<file path="src/rtl/sigma_csr_pkg.sv">
// Shared constants for the sigma CSR peripheral: register offsets, timer
// control bit positions, identification value and byte-lane helpers.
package sigma_csr_pkg;

  localparam logic [4:0] OFF_LED       = 5'h00;
  localparam logic [4:0] OFF_SW        = 5'h04;
  localparam logic [4:0] OFF_SW_EDGE   = 5'h08;
  localparam logic [4:0] OFF_SW_IRQ_EN = 5'h0C;
  localparam logic [4:0] OFF_TMR_CNT   = 5'h10;
  localparam logic [4:0] OFF_TMR_CMP   = 5'h14;
  localparam logic [4:0] OFF_TMR_CTRL  = 5'h18;
  localparam logic [4:0] OFF_ID        = 5'h1C;

  localparam int CTRL_EN   = 0;
  localparam int CTRL_AR   = 1;
  localparam int CTRL_PEND = 2;
  localparam int CTRL_IE   = 3;

  localparam logic [31:0] ID_VALUE    = 32'h5C5A0001;
  localparam logic [31:0] TMR_CMP_RST = 32'hFFFFFFFF;

  function automatic logic [31:0] be_mask(input logic [3:0] be);
    return {{8{be[3]}}, {8{be[2]}}, {8{be[1]}}, {8{be[0]}}};
  endfunction

  function automatic logic [31:0] byte_merge(input logic [31:0] old_val,
                                             input logic [31:0] new_val,
                                             input logic [31:0] mask);
    return (old_val & ~mask) | (new_val & mask);
  endfunction

endpackage

</file>
<file path="src/rtl/sigma_sync.sv">
// Multi-flop synchronizer bringing an asynchronous bus into the clk_i domain.
module sigma_sync #(
  parameter int WIDTH = 32,
  parameter int DEPTH = 2
) (
  input  logic             clk_i,
  input  logic             rst_i,
  input  logic [WIDTH-1:0] d_i,
  output logic [WIDTH-1:0] q_o
);

  logic [DEPTH-1:0][WIDTH-1:0] stage_q;
  logic [DEPTH-1:0][WIDTH-1:0] stage_d;

  always_comb begin
    stage_d = {stage_q[DEPTH-2:0], d_i};
  end

  always_ff @(posedge clk_i or posedge rst_i) begin
    if (rst_i) begin
      stage_q <= '0;
    end else begin
      stage_q <= stage_d;
    end
  end

  assign q_o = stage_q[DEPTH-1];

endmodule

</file>
<file path="src/rtl/sigma_csr_periph.sv">
// GPIO + timer CSR slave on the xif bus: LED/switch registers with edge
// capture, a compare timer, and a registered level interrupt.
module sigma_csr_periph
  import sigma_csr_pkg::*;
#(
  parameter logic [31:0] BASE_ADDR   = 32'h80000000,
  parameter int          SYNC_STAGES = 2
) (
  input  logic        clk_i,
  input  logic        rst_i,
  input  logic        req_i,
  input  logic        we_i,
  input  logic [31:0] addr_bi,
  input  logic [3:0]  be_bi,
  input  logic [31:0] wdata_bi,
  output logic        ack_o,
  output logic        resp_o,
  output logic [31:0] rdata_bo,
  input  logic [31:0] gpio_bi,
  output logic [31:0] gpio_bo,
  output logic        irq_o
);

  localparam logic [2:0] VLD_MAX = 3'(SYNC_STAGES + 1);

  logic        hit, wr_en, rd_en;
  logic [2:0]  widx;
  logic [31:0] wmask;
  logic        wr_led, wr_edge, wr_irqen, wr_cnt, wr_cmp, wr_ctrl, wr_ctrl_b0;
  logic [31:0] sw_sync, rd_mux, edge_set;
  logic        sw_vld, match, match_eff;
  logic        unused_addr_lsb;

  logic [31:0] led_q, led_d;
  logic [31:0] sw_irq_en_q, sw_irq_en_d;
  logic [31:0] sw_edge_q, sw_edge_d;
  logic [31:0] sw_prev_q, sw_prev_d;
  logic [2:0]  vld_cnt_q, vld_cnt_d;
  logic [31:0] tmr_cnt_q, tmr_cnt_d;
  logic [31:0] tmr_cmp_q, tmr_cmp_d;
  logic        en_q, en_d, ar_q, ar_d, pend_q, pend_d, ie_q, ie_d;
  logic        resp_q, resp_d;
  logic [31:0] rdata_q, rdata_d;
  logic        irq_q, irq_d;

  sigma_sync #(
    .WIDTH(32),
    .DEPTH(SYNC_STAGES)
  ) u_sync (
    .clk_i (clk_i),
    .rst_i (rst_i),
    .d_i   (gpio_bi),
    .q_o   (sw_sync)
  );

  // Word-granular decode; the byte offset within a word is irrelevant.
  assign unused_addr_lsb = ^addr_bi[1:0];
  assign hit   = req_i && (addr_bi[31:5] == BASE_ADDR[31:5]);
  assign widx  = addr_bi[4:2];
  assign wr_en = hit && we_i;
  assign rd_en = hit && !we_i;
  assign ack_o = req_i;
  assign wmask = be_mask(be_bi);

  assign wr_led     = wr_en && (widx == OFF_LED[4:2]);
  assign wr_edge    = wr_en && (widx == OFF_SW_EDGE[4:2]);
  assign wr_irqen   = wr_en && (widx == OFF_SW_IRQ_EN[4:2]);
  assign wr_cnt     = wr_en && (widx == OFF_TMR_CNT[4:2]);
  assign wr_cmp     = wr_en && (widx == OFF_TMR_CMP[4:2]);
  assign wr_ctrl    = wr_en && (widx == OFF_TMR_CTRL[4:2]);
  assign wr_ctrl_b0 = wr_ctrl && be_bi[0];

  always_comb begin
    rd_mux = '0;
    case (widx)
      OFF_LED[4:2]:       rd_mux = led_q;
      OFF_SW[4:2]:        rd_mux = sw_sync;
      OFF_SW_EDGE[4:2]:   rd_mux = sw_edge_q;
      OFF_SW_IRQ_EN[4:2]: rd_mux = sw_irq_en_q;
      OFF_TMR_CNT[4:2]:   rd_mux = tmr_cnt_q;
      OFF_TMR_CMP[4:2]:   rd_mux = tmr_cmp_q;
      OFF_TMR_CTRL[4:2]:  rd_mux = {28'd0, ie_q, pend_q, ar_q, en_q};
      OFF_ID[4:2]:        rd_mux = ID_VALUE;
      default:            rd_mux = '0;
    endcase
  end

  always_comb begin
    resp_d      = rd_en;
    rdata_d     = rd_en ? rd_mux : '0;
    led_d       = wr_led   ? byte_merge(led_q, wdata_bi, wmask)       : led_q;
    sw_irq_en_d = wr_irqen ? byte_merge(sw_irq_en_q, wdata_bi, wmask) : sw_irq_en_q;
    tmr_cmp_d   = wr_cmp   ? byte_merge(tmr_cmp_q, wdata_bi, wmask)   : tmr_cmp_q;

    // The previous-sample flop only becomes trustworthy once real switch
    // data has propagated through the synchronizer and into sw_prev_q.
    sw_prev_d = sw_sync;
    sw_vld    = (vld_cnt_q == VLD_MAX);
    vld_cnt_d = sw_vld ? vld_cnt_q : vld_cnt_q + 3'd1;
    edge_set  = sw_vld ? (sw_sync ^ sw_prev_q) : '0;
    sw_edge_d = (sw_edge_q & ~(wr_edge ? (wdata_bi & wmask) : 32'd0)) | edge_set;

    // A software write to the counter cancels a coincident match entirely.
    match     = en_q && (tmr_cnt_q == tmr_cmp_q);
    match_eff = match && !wr_cnt;
    tmr_cnt_d = tmr_cnt_q;
    if (wr_cnt) begin
      tmr_cnt_d = byte_merge(tmr_cnt_q, wdata_bi, wmask);
    end else if (match) begin
      tmr_cnt_d = ar_q ? 32'd0 : tmr_cnt_q;
    end else if (en_q) begin
      tmr_cnt_d = tmr_cnt_q + 32'd1;
    end

    en_d = en_q;
    ar_d = ar_q;
    ie_d = ie_q;
    if (match_eff && !ar_q) en_d = 1'b0;
    if (wr_ctrl_b0) begin
      en_d = wdata_bi[CTRL_EN];
      ar_d = wdata_bi[CTRL_AR];
      ie_d = wdata_bi[CTRL_IE];
    end
    pend_d = (pend_q & ~(wr_ctrl_b0 && wdata_bi[CTRL_PEND])) | match_eff;

    irq_d = (|(sw_edge_q & sw_irq_en_q)) | (pend_q & ie_q);
  end

  always_ff @(posedge clk_i or posedge rst_i) begin
    if (rst_i) begin
      led_q       <= '0;
      sw_irq_en_q <= '0;
      sw_edge_q   <= '0;
      sw_prev_q   <= '0;
      vld_cnt_q   <= '0;
      tmr_cnt_q   <= '0;
      tmr_cmp_q   <= TMR_CMP_RST;
      en_q        <= 1'b0;
      ar_q        <= 1'b0;
      pend_q      <= 1'b0;
      ie_q        <= 1'b0;
      resp_q      <= 1'b0;
      rdata_q     <= '0;
      irq_q       <= 1'b0;
    end else begin
      led_q       <= led_d;
      sw_irq_en_q <= sw_irq_en_d;
      sw_edge_q   <= sw_edge_d;
      sw_prev_q   <= sw_prev_d;
      vld_cnt_q   <= vld_cnt_d;
      tmr_cnt_q   <= tmr_cnt_d;
      tmr_cmp_q   <= tmr_cmp_d;
      en_q        <= en_d;
      ar_q        <= ar_d;
      pend_q      <= pend_d;
      ie_q        <= ie_d;
      resp_q      <= resp_d;
      rdata_q     <= rdata_d;
      irq_q       <= irq_d;
    end
  end

  assign resp_o   = resp_q;
  assign rdata_bo = resp_q ? rdata_q : 32'd0;
  assign gpio_bo  = led_q;
  assign irq_o    = irq_q;

endmodule

</file>
<file path="config.mk">
export PLATFORM = sky130hd
export DESIGN_NAME = sigma_csr_periph
export DESIGN_NICKNAME = d
export VERILOG_FILES = /design/src/rtl/sigma_csr_pkg.sv /design/src/rtl/sigma_sync.sv /design/src/rtl/sigma_csr_periph.sv
export SDC_FILE = /design/constraint.sdc
export NUM_CORES = 1
export LEC_CHECK = 0
export BUFFER_PORTS_ARGS = -buffer_cell sky130_fd_sc_hd__buf_2
export CORE_MARGIN = 10
export CORE_UTILIZATION = 40
export CTS_CLUSTER_DIAMETER = 30
export CTS_CLUSTER_SIZE = 30
export DETAILED_ROUTE_END_ITERATION = 6
export SYNTH_ARGS = -nofsm -noshare
export SYNTH_HDL_FRONTEND = slang
export SYNTH_SLANG_ARGS = --single-unit
</file>
<file path="constraint.sdc">
create_clock -name clk_i -period 12.2 [get_ports clk_i]
set_input_delay 2.44 -clock clk_i [delete_from_list [all_inputs] [get_ports clk_i]]
set_output_delay 2.44 -clock clk_i [all_outputs]
set_load 0.1 [all_outputs]
</file>
==> run metrics, run 1 <==
run status=complete, no violations; DIE AREA=between 40000 and 50000 um2; r2r worst-path depth=7; first-pass GRT wire length=around 66000 um; Iter 0 DRT Violations=approximately 1000; Leak Pwr=roughly 8.0 nW; P&R area growth vs syn=30.4%; Die Span Y=slightly above 200 um; Yosys Warn Count=0; FILL cells=around 2800; hold depth=0; crit path time final=approximately 5.5 ns; CTS tree=yes; share of layout cells above drive strength 1=approximately a third; PD cells=~190 nW/um2; Setup WS post-layout=about 6.7 ns; Remaining Overflow, GRT=0; Storage cell area=7470 um2; Gate Count Post-Synth=1124; Multi-input gate area=around 5500 um2; hold wc startpoint=u_sync.stage_d[35]; Sink Count=about 300; final net count=1425; Routed wire per std cell=about 24 um; Critical Path AT=approximately 6 ns; Setup-failing EPs final=0; most frequent cells in the layout=265 x dfrtp_1, 168 x buf_2, 93 x nand2_1; antenna violations before repair=3; worst-skew pair later-pin latency=0.57 ns; Worst-path clk slew=0.04 ns; Worst Hold Endpoint=u_sync.q_o[3]; max-cap viol count=0; CTS Buf Count=75; worst slew pin tran=1.28 ns; Top FF cell, synth=dfrtp_1; Hold Fails Final Rpt=0; drt pass-1 iters=5; Post-synth EDFFs=0; final count of pins violating max slew=0; Post-CTS Setup Inserts=0; largest net degree at the start of global routing=86; number of buffers added on ports=about 170; Tcrit/Tclk final=45.2%; core outline area=32600 um2; dpl hpwl=29300 um; Root Buffer=clkbuf_16; Rows=66; GPL Wtd Cong=0.927; maximum VDD drop=between 100 and 150 uV; Netlist cell types=between 60 and 70; CP Data Required Time=~13 ns; Slew HR=14.8%; pre-CTS setup slack=6.26 ns; RSZ-0062 raised after global routing=false; # IOs=about 170; accumulated negative setup slack=0 ns; post-synthesis average cell area=around 12 um2; Total GRT Usage=between 20% and 30%; Die X=202 um; crit start category=input port; Routed Antenna Nets=0; DR vias/cell=about 5.7; CP Max Fanout=37; Netlist Area Pre-Place=between 10000 and 15000 um2; Async SR Flop Fraction=100%; # resized after CTS=0; final WL=between 40000 and 50000 um; via count=~10000; vias in the first global route=about 11000; R2R setup slack=8.83 ns; Max Clock Freq=about 0.18 GHz; Initial Util=between 40% and 50%; synthesized flop and latch total=around 300; htree depth=3; Hold Path Class=reg2reg; sequential element share of the synthesized area=approximately 56%; crit end category=flip-flop; CTS Hold Bufs=0; CP Class=in2reg; Finished Core Util=between 50% and 60%; commonest non-fill, non-tap cell in the layout=dfrtp_1; Residual DRC=0; clk_skew=0.0217 ns; clock buffer depth=3; synthesized net count=1231
## layer usage
metal / routed length, um / share of wire, % / GRT usage, %
met1: 18300 / 42 / 26.9
met2: 19800 / 46 / 31.8
met3: 3670 / 8.5 / 6.14
met4: 1360 / 3.2 / 9.53
met5: 0 / 0 / 0
## final cells by class
cell class | count | area share (%)
diodes | 3 | 0.0435
clock buffers | 91 | 11.7
clock inverters | 49 | 4.28
inverters | 11 | 0.283
multi-input cells | 754 | 31.8
flip-flops and latches | 297 | 43.3
well taps | 442 | 3.20
repair buffers | 179 | 5.35
## power by group
part           internal, mW  switching, mW
clock                  1.54          0.612
combinational        0.0271         0.0655
sequential             1.01         0.0101
total                  2.57          0.687
## synthesized netlist by cell type (6+ instances only)
cell type / instances / area, um2
a211oi_1: 7 / 52.6
a21oi_1: 23 / 115
a221o_1: 11 / 110
a221oi_1: 6 / 52.6
a22o_1: 42 / 368
a22oi_1: 69 / 518
a31oi_1: 21 / 131
and2_1: 36 / 225
and3_1: 20 / 125
and4_1: 9 / 78.8
buf_2: 9 / 45.0
clkbuf_1: 48 / 180
dfrtp_1: 265 / 6630
dfstp_2: 32 / 841
inv_1: 11 / 41.3
mux2_1: 11 / 124
mux2_2: 87 / 980
mux2i_1: 6 / 60.1
nand2_1: 94 / 353
nand3_1: 27 / 135
nand4_1: 12 / 75.1
nor2_1: 46 / 173
nor2_2: 13 / 81.3
nor3_1: 21 / 105
nor4_1: 12 / 75.1
o21a_1: 6 / 45.0
o21ai_0: 30 / 150
or3_1: 7 / 43.8
xnor2_1: 6 / 52.6
xor2_1: 59 / 517
## worst max path at each step
stage / from / endpoint / slack [ns]
after floorplan: rst_i / async pin / 1.61
after global placement: addr_bi[4] / flip-flop / 6.36
after detailed placement: addr_bi[4] / flip-flop / 6.26
after CTS: req_i / ack_o / 6.80
after global routing: addr_bi[4] / flip-flop / 6.60
final: addr_bi[4] / flip-flop / 6.69
## critical path: stages
cell	delay (ns)
buf_2	0.53
nor3b_2	0.29
buf_4	0.42
nand2_1	0.26
nor4_4	0.50
nand2_1	0.15
a21oi_1	0.77
o21ai_0	0.22
a221o_1	0.34
## logic make-up (layout without fill, tap and decap cells)
group	after synthesis	in the layout	synth area share, %
simple gates	326	326	13.6
mux	104	104	8.79
buf+inv	73	330	2.24
compound gates	256	256	14.3
other cells	0	3	0
fa+ha+maj	3	3	0.284
xor+xnor	65	65	4.30
flops	297	297	56.5
## through the flow
step	instances	power, mW	cell area, um2	hold slack [ns]
after floorplan	1124	1.07	13200	0.331
after global placement	1683	1.12	14500	0.334
after detailed placement	1683	1.12	14500	0.336
after CTS	1823	3.29	17300	0.342
after global routing	1826	3.36	17300	0.349
final	1826	3.26	17300	0.343
Note: power is estimated with default switching activity, not from simulation.
==> run 2, diff against run 1 <==
==> constraint.sdc (replaced) <==
create_clock -name clk_i -period 5.25 [get_ports clk_i]
set_input_delay 1.05 -clock clk_i [delete_from_list [all_inputs] [get_ports clk_i]]
set_output_delay 1.05 -clock clk_i [all_outputs]
set_load 0.1 [all_outputs]
==> run metrics, run 2 (synthesis results as in run 1) <==
PD cells=412 nW/um2 (was 189 nW/um2); worst-skew pair later-pin latency=0.56 ns (was 0.57 ns); Slew HR=6.68% (was 14.8%); RSZ-0062 raised after global routing=false (unchanged); total power=7.00 mW (was 3.26 mW); Multi-input gate area=5490 um2 (unchanged); Crit path buffers/inverters=2 (unchanged); clk_skew=0.0213 ns (was 0.0217 ns); via count=10400 (was 10300); Root Buffer=clkbuf_16 (unchanged); commonest non-fill, non-tap cell in the layout=dfrtp_1 (unchanged); pre-CTS setup slack=1.24 ns (was 6.26 ns); Leak Pwr=7.88 nW (was 8.02 nW); htree depth=3 (unchanged); run status=complete, no violations (unchanged); Finished Core Util=52.1% (was 52.9%); accumulated negative setup slack=0 ns (unchanged); most used cell, CP=nand2_1 (unchanged); Routed Antenna Nets=0 (unchanged); worst slew pin tran=1.39 ns (was 1.28 ns); vias in the first global route=10600 (was 10700); CTS Hold Bufs=0 (unchanged); GPL Wtd Cong=0.926 (was 0.927); Hold Fails Final Rpt=0 (unchanged); post-route insts no fill=1814 (was 1826); most frequent cells in the layout=265 x dfrtp_1, 168 x buf_2, 93 x nand2_1 (unchanged); number of buffers added on ports=168 (unchanged); CP Max Fanout=13 (was 37); final WL=43300 um (was 43100 um); crit start category=input port (unchanged); Tcrit/Tclk final=about two thirds; Remaining Overflow, GRT=0 (unchanged); dpl hpwl=29800 um (was 29300 um); cell area after layout=17000 um2 (was 17300 um2); Initial Util=40.6% (unchanged); first-pass GRT wire length=66600 um (was 66000 um); Post-CTS Setup Inserts=0 (unchanged); final net count=1423 (was 1425); Iter 0 DRT Violations=1087 (was 1047); maximum VDD drop=268 uV (was 106 uV); # IOs=171 (unchanged); Critical Path AT=4.04 ns (was 5.95 ns); Die Span Y=202 um (unchanged); Die X=202 um (unchanged); Total GRT Usage=20.9% (about the same); Max Clock Freq=between 0.2 and 0.3 GHz; CTS Buf Count=67 (was 75); crit-path leading delay family=compound AO/OA/AOI/OAI gates (unchanged); hold slack=0.341 ns (was 0.343 ns); Routed wire per std cell=23.8 um (was 23.6 um); Placed Instances=1689 (was 1683); drt pass-1 iters=6 (was 5); CP Class=in2reg (unchanged); antenna violations before repair=2 (was 3); largest net degree at the start of global routing=111 (was 86); share of layout cells above drive strength 1=33.4% (was 33.6%); Setup WS post-layout=1.65 ns (was 6.69 ns); Rows=66 (unchanged); P&R area growth vs syn=28.3% (was 30.4%); core outline area=32600 um2 (unchanged); Sink Count=297 (unchanged); clock buffer depth=3 (unchanged); # resized after CTS=0 (unchanged); crit-path cells=buf_2 -> buf_4 -> nor3b_2 -> nand2_1 -> nor4_4 -> nand2_1 -> a21oi_1 -> o21ai_0 -> a221o_1 (was buf_2 -> nor3b_2 -> buf_4 -> nand2_1 -> nor4_4 -> nand2_1 -> a21oi_1 -> o21ai_0 -> a221o_1); Residual DRC=0 (unchanged); Worst path max stage delay=0.80 ns (was 0.77 ns); Storage cell area=7470 um2 (unchanged); Hold Path Class=reg2reg (unchanged); crit end category=flip-flop (unchanged); Setup-failing EPs final=0 (unchanged); max-cap viol count=0 (unchanged); Slowest-stage cell, CP=a21oi_1 (unchanged); crit path time final=~3.6 ns; Placed Instance Area=14500 um2 (about the same); final count of pins violating max slew=0 (unchanged); FILL cells=2866 (was 2788); CTS tree=yes (unchanged); CP Data Required Time=5.68 ns (was 12.64 ns); Worst-path clk slew=0.05 ns (was 0.04 ns); DR vias/cell=5.71 (was 5.66); DIE AREA=40800 um2 (unchanged)
-- run 2: final cells by class --
cell class / count / area share (%)
repair buffers: 185 / 5.78
multi-input cells: 754 / 32.3
clock inverters: 39 / 3.19
diodes: 2 / 0.0295
inverters: 11 / 0.265
clock buffers: 84 / 11.1
well taps: 442 / 3.26
flip-flops and latches: 297 / 44.0
-- run 2: layer usage --
| metal | part of all wire (%) | global-route usage (%) | vias up | wire, um |
|---|---|---|---|---|
| li1 | - | - | 4571 | - |
| met3 | 8.5 | 5.36 | 81 | 3660 |
| met4 | 2.5 | 7.44 | 0 | 1080 |
| met5 | 0 | 0 | - | 0 |
| met2 | 46 | 31.8 | 493 | 19900 |
| met1 | 43 | 28.2 | 5205 | 18600 |
-- run 2: report_power, final --
| group | switching (mW) | internal [mW] | total [mW] | leakage [nW] |
|---|---|---|---|---|
| sequential | 0.0232 | 2.33 | 2.36 | 3.62 |
| combinational | 0.152 | 0.0661 | 0.218 | 3.09 |
| clock | 1.36 | 3.06 | 4.42 | 1.18 |
| total | 1.54 | 5.46 | 7.00 | 7.88 |
-- run 2: worst paths after layout --
path | from | endpoint | slack [ns] | cells after the start
hold reg to reg | u_sync.stage_d[63] | u_sync.q_o[31] | 0.34 | 0
setup / recovery | addr_bi[2] | flip-flop | 1.65 | 9
max in group asynchronous | rst_i | async pin | 3.41 | 3
setup reg to reg | flip-flop | flip-flop | 2.11 | 7
hold / removal | u_sync.stage_d[63] | u_sync.q_o[31] | 0.34 | 0
min in group asynchronous | rst_i | u_sync.stage_d[47] | 0.60 | 2
==> run 3, diff against run 2 <==
==> constraint.sdc (replaced) <==
create_clock -name clk_i -period 3.2 [get_ports clk_i]
set_input_delay 0.64 -clock clk_i [delete_from_list [all_inputs] [get_ports clk_i]]
set_output_delay 0.64 -clock clk_i [all_outputs]
set_load 0.1 [all_outputs]
==> run metrics, run 3 (synthesis results as in run 1) <==
run status=complete, no violations (unchanged); PD cells=648 nW/um2 (was 412 nW/um2); Tcrit/Tclk final=88.2%; r2r worst-path depth=8 (was 7); via count=10600 (was 10400); CTS Buf Count=70 (was 67); final net count=1491 (was 1423); Slew HR=50.3% (was 6.68%); Die X=202 um (unchanged); Max Clock Freq=about 0.35 GHz; Clk pwr share=62.8% (was 63.2%); CP Class=reg2reg (was in2reg); crit end category=flip-flop (unchanged); FILL cells=2811 (was 2866); P&R area growth vs syn=32.9% (was 28.3%); final count of pins violating max slew=0 (unchanged); clk_skew=0.0266 ns (was 0.0213 ns); crit path time final=2.82 ns; vias in the first global route=10800 (was 10600); commonest non-fill, non-tap cell in the layout=dfrtp_1 (unchanged); drt pass-1 iters=5 (was 6); crit start category=flip-flop (was input port); # resized after CTS=0 (unchanged); CTS Hold Bufs=0 (unchanged); first-pass GRT wire length=67200 um (was 66600 um); worst slew pin tran=0.745 ns (was 1.39 ns); DR vias/cell=5.62 (was 5.71); maximum VDD drop=441 uV (was 268 uV); Hold Path Class=in2async (was reg2reg); CTS tree=yes (unchanged); max-cap viol count=0 (unchanged); share of layout cells above drive strength 1=36.3% (was 33.4%); CP Max Fanout=13 (unchanged); sw frac=22.9% (was 22.0%); Leak Pwr=8.22 nW (was 7.88 nW); Die Span Y=202 um (unchanged); Initial Util=40.6% (unchanged); clock buffer depth=3 (unchanged); dpl hpwl=31200 um (was 29800 um); Rows=66 (unchanged); worst-skew pair later-pin latency=0.56 ns (about the same); RSZ-0062 raised after global routing=false (unchanged); accumulated negative setup slack=0 ns (unchanged); final WL=44000 um (was 43300 um); Routed wire per std cell=23.4 um (was 23.8 um); Worst-path clk slew=0.05 ns (about the same); Root Buffer=clkbuf_16 (unchanged); Pint=8.78 mW (was 5.46 mW); most frequent cells in the layout=265 x dfrtp_1, 168 x buf_2, 94 x nand2_1 (was 265 x dfrtp_1, 168 x buf_2, 93 x nand2_1); core outline area=32600 um2 (unchanged); antenna violations before repair=3 (was 2); CP Data Required Time=3.64 ns (was 5.68 ns); Total GRT Usage=21.2% (was 20.9%); htree depth=3 (unchanged); largest net degree at the start of global routing=96 (was 111); number of buffers added on ports=168 (unchanged); Post-CTS Setup Inserts=0 (unchanged); Iter 0 DRT Violations=1015 (was 1087); Residual DRC=0 (unchanged); Setup-failing EPs final=0 (unchanged); # IOs=171 (unchanged); GPL Wtd Cong=0.924 (was 0.926); DIE AREA=40800 um2 (unchanged); Remaining Overflow, GRT=0 (unchanged); Sequential Power Share=33.9% (was 33.7%); Setup WS post-layout=0.377 ns (was 1.65 ns); Sink Count=297 (unchanged); pre-CTS setup slack=0.00780 ns (was 1.24 ns); Critical Path AT=3.26 ns (was 4.04 ns); Routed Antenna Nets=0 (unchanged); Hold Fails Final Rpt=0 (unchanged); sw power=2.61 mW (was 1.54 mW); Comb pwr share=3.3% (was 3.1%)
run 3: changes by cell type in the layout (fill, tap and decap cells not counted):
cell        previous run  this run
ha_2                   1         0
inv_8                  0         2
buf_4                 16        70
clkbuf_1               3         6
ha_1                   2         3
inv_6                  7         6
nand2_1               93        94
clkinv_4               5         7
nand2_2                1         0
clkinvlp_4             8        13
bufinv_16             10         7
buf_12                 1        12
clkbuf_8              13         7
clkbuf_16             68        71
run 3: power groups by stage:
stage / registers (mW) / clock network (mW) / logic, mW
CTS: 3.87 / 7.25 / 0.373
global route: 3.87 / 7.47 / 0.407
global placement: 3.92 / 0 / 0.367
finish: 3.87 / 7.16 / 0.370
floorplan: 3.91 / 0 / 0.180
detailed placement: 3.92 / 0 / 0.372
run 3: worst paths after layout:
check                                   startpoint                  to  slack (ns)
worst min register to register  u_sync.stage_d[51]      u_sync.q_o[19]        0.34
max in group asynchronous                    rst_i           async pin        2.20
worst max register to register           flip-flop           flip-flop        0.38
worst min-delay path                         rst_i           async pin        0.12
min in group clk_i                     gpio_bi[22]  u_sync.stage_d[54]        0.18
worst max-delay path                     flip-flop           flip-flop        0.38
run 3: layout make-up:
class                           count  area, um2  area share, %
Multi-Input combinational cell    754       5490           31.2
Sequential cell                   297       7470           42.5
Clock buffer                       84       1900           10.8
Tap cell                          442        553           3.15
Clock inverter                     44        520           2.96
Inverter                           11       45.0          0.256
Antenna cell                        2       5.00         0.0285
Timing Repair Buffer              250       1610           9.14
run 3: routing by layer:
| layer | share of wire [%] | vias to the layer above | global-route usage, % |
|---|---|---|---|
| met4 | 2.0 | 0 | 6.79 |
| met2 | 46 | 451 | 33.0 |
| met1 | 45 | 5372 | 28.8 |
| met3 | 6.9 | 64 | 4.72 |
| li1 | - | 4708 | - |
| met5 | 0 | - | 0 |
run 3: critical path: stages, from the launching register on:
cell      delay [ns]
dfstp_2         0.56
xnor2_1         0.15
nand2_1         0.12
or4_1           0.55
nor4_2          0.61
a21oi_1         0.08
buf_4           0.22
nor4bb_1        0.15
a221o_1         0.27
run 3: through the flow:
stage | area, um2 | hold WS [ns] | power [mW] | std cells | utilization [%]
after floorplan | 13200 | 0.331 | 4.09 | 1124 | -
after global placement | 15200 | 0.334 | 4.29 | 1754 | 46.5
after detailed placement | 15200 | 0.335 | 4.30 | 1754 | 46.5
after CTS | 17600 | 0.113 | 11.5 | 1882 | 53.9
after global routing | 17600 | 0.132 | 11.7 | 1884 | 53.9
final | 17600 | 0.117 | 11.4 | 1884 | 53.9
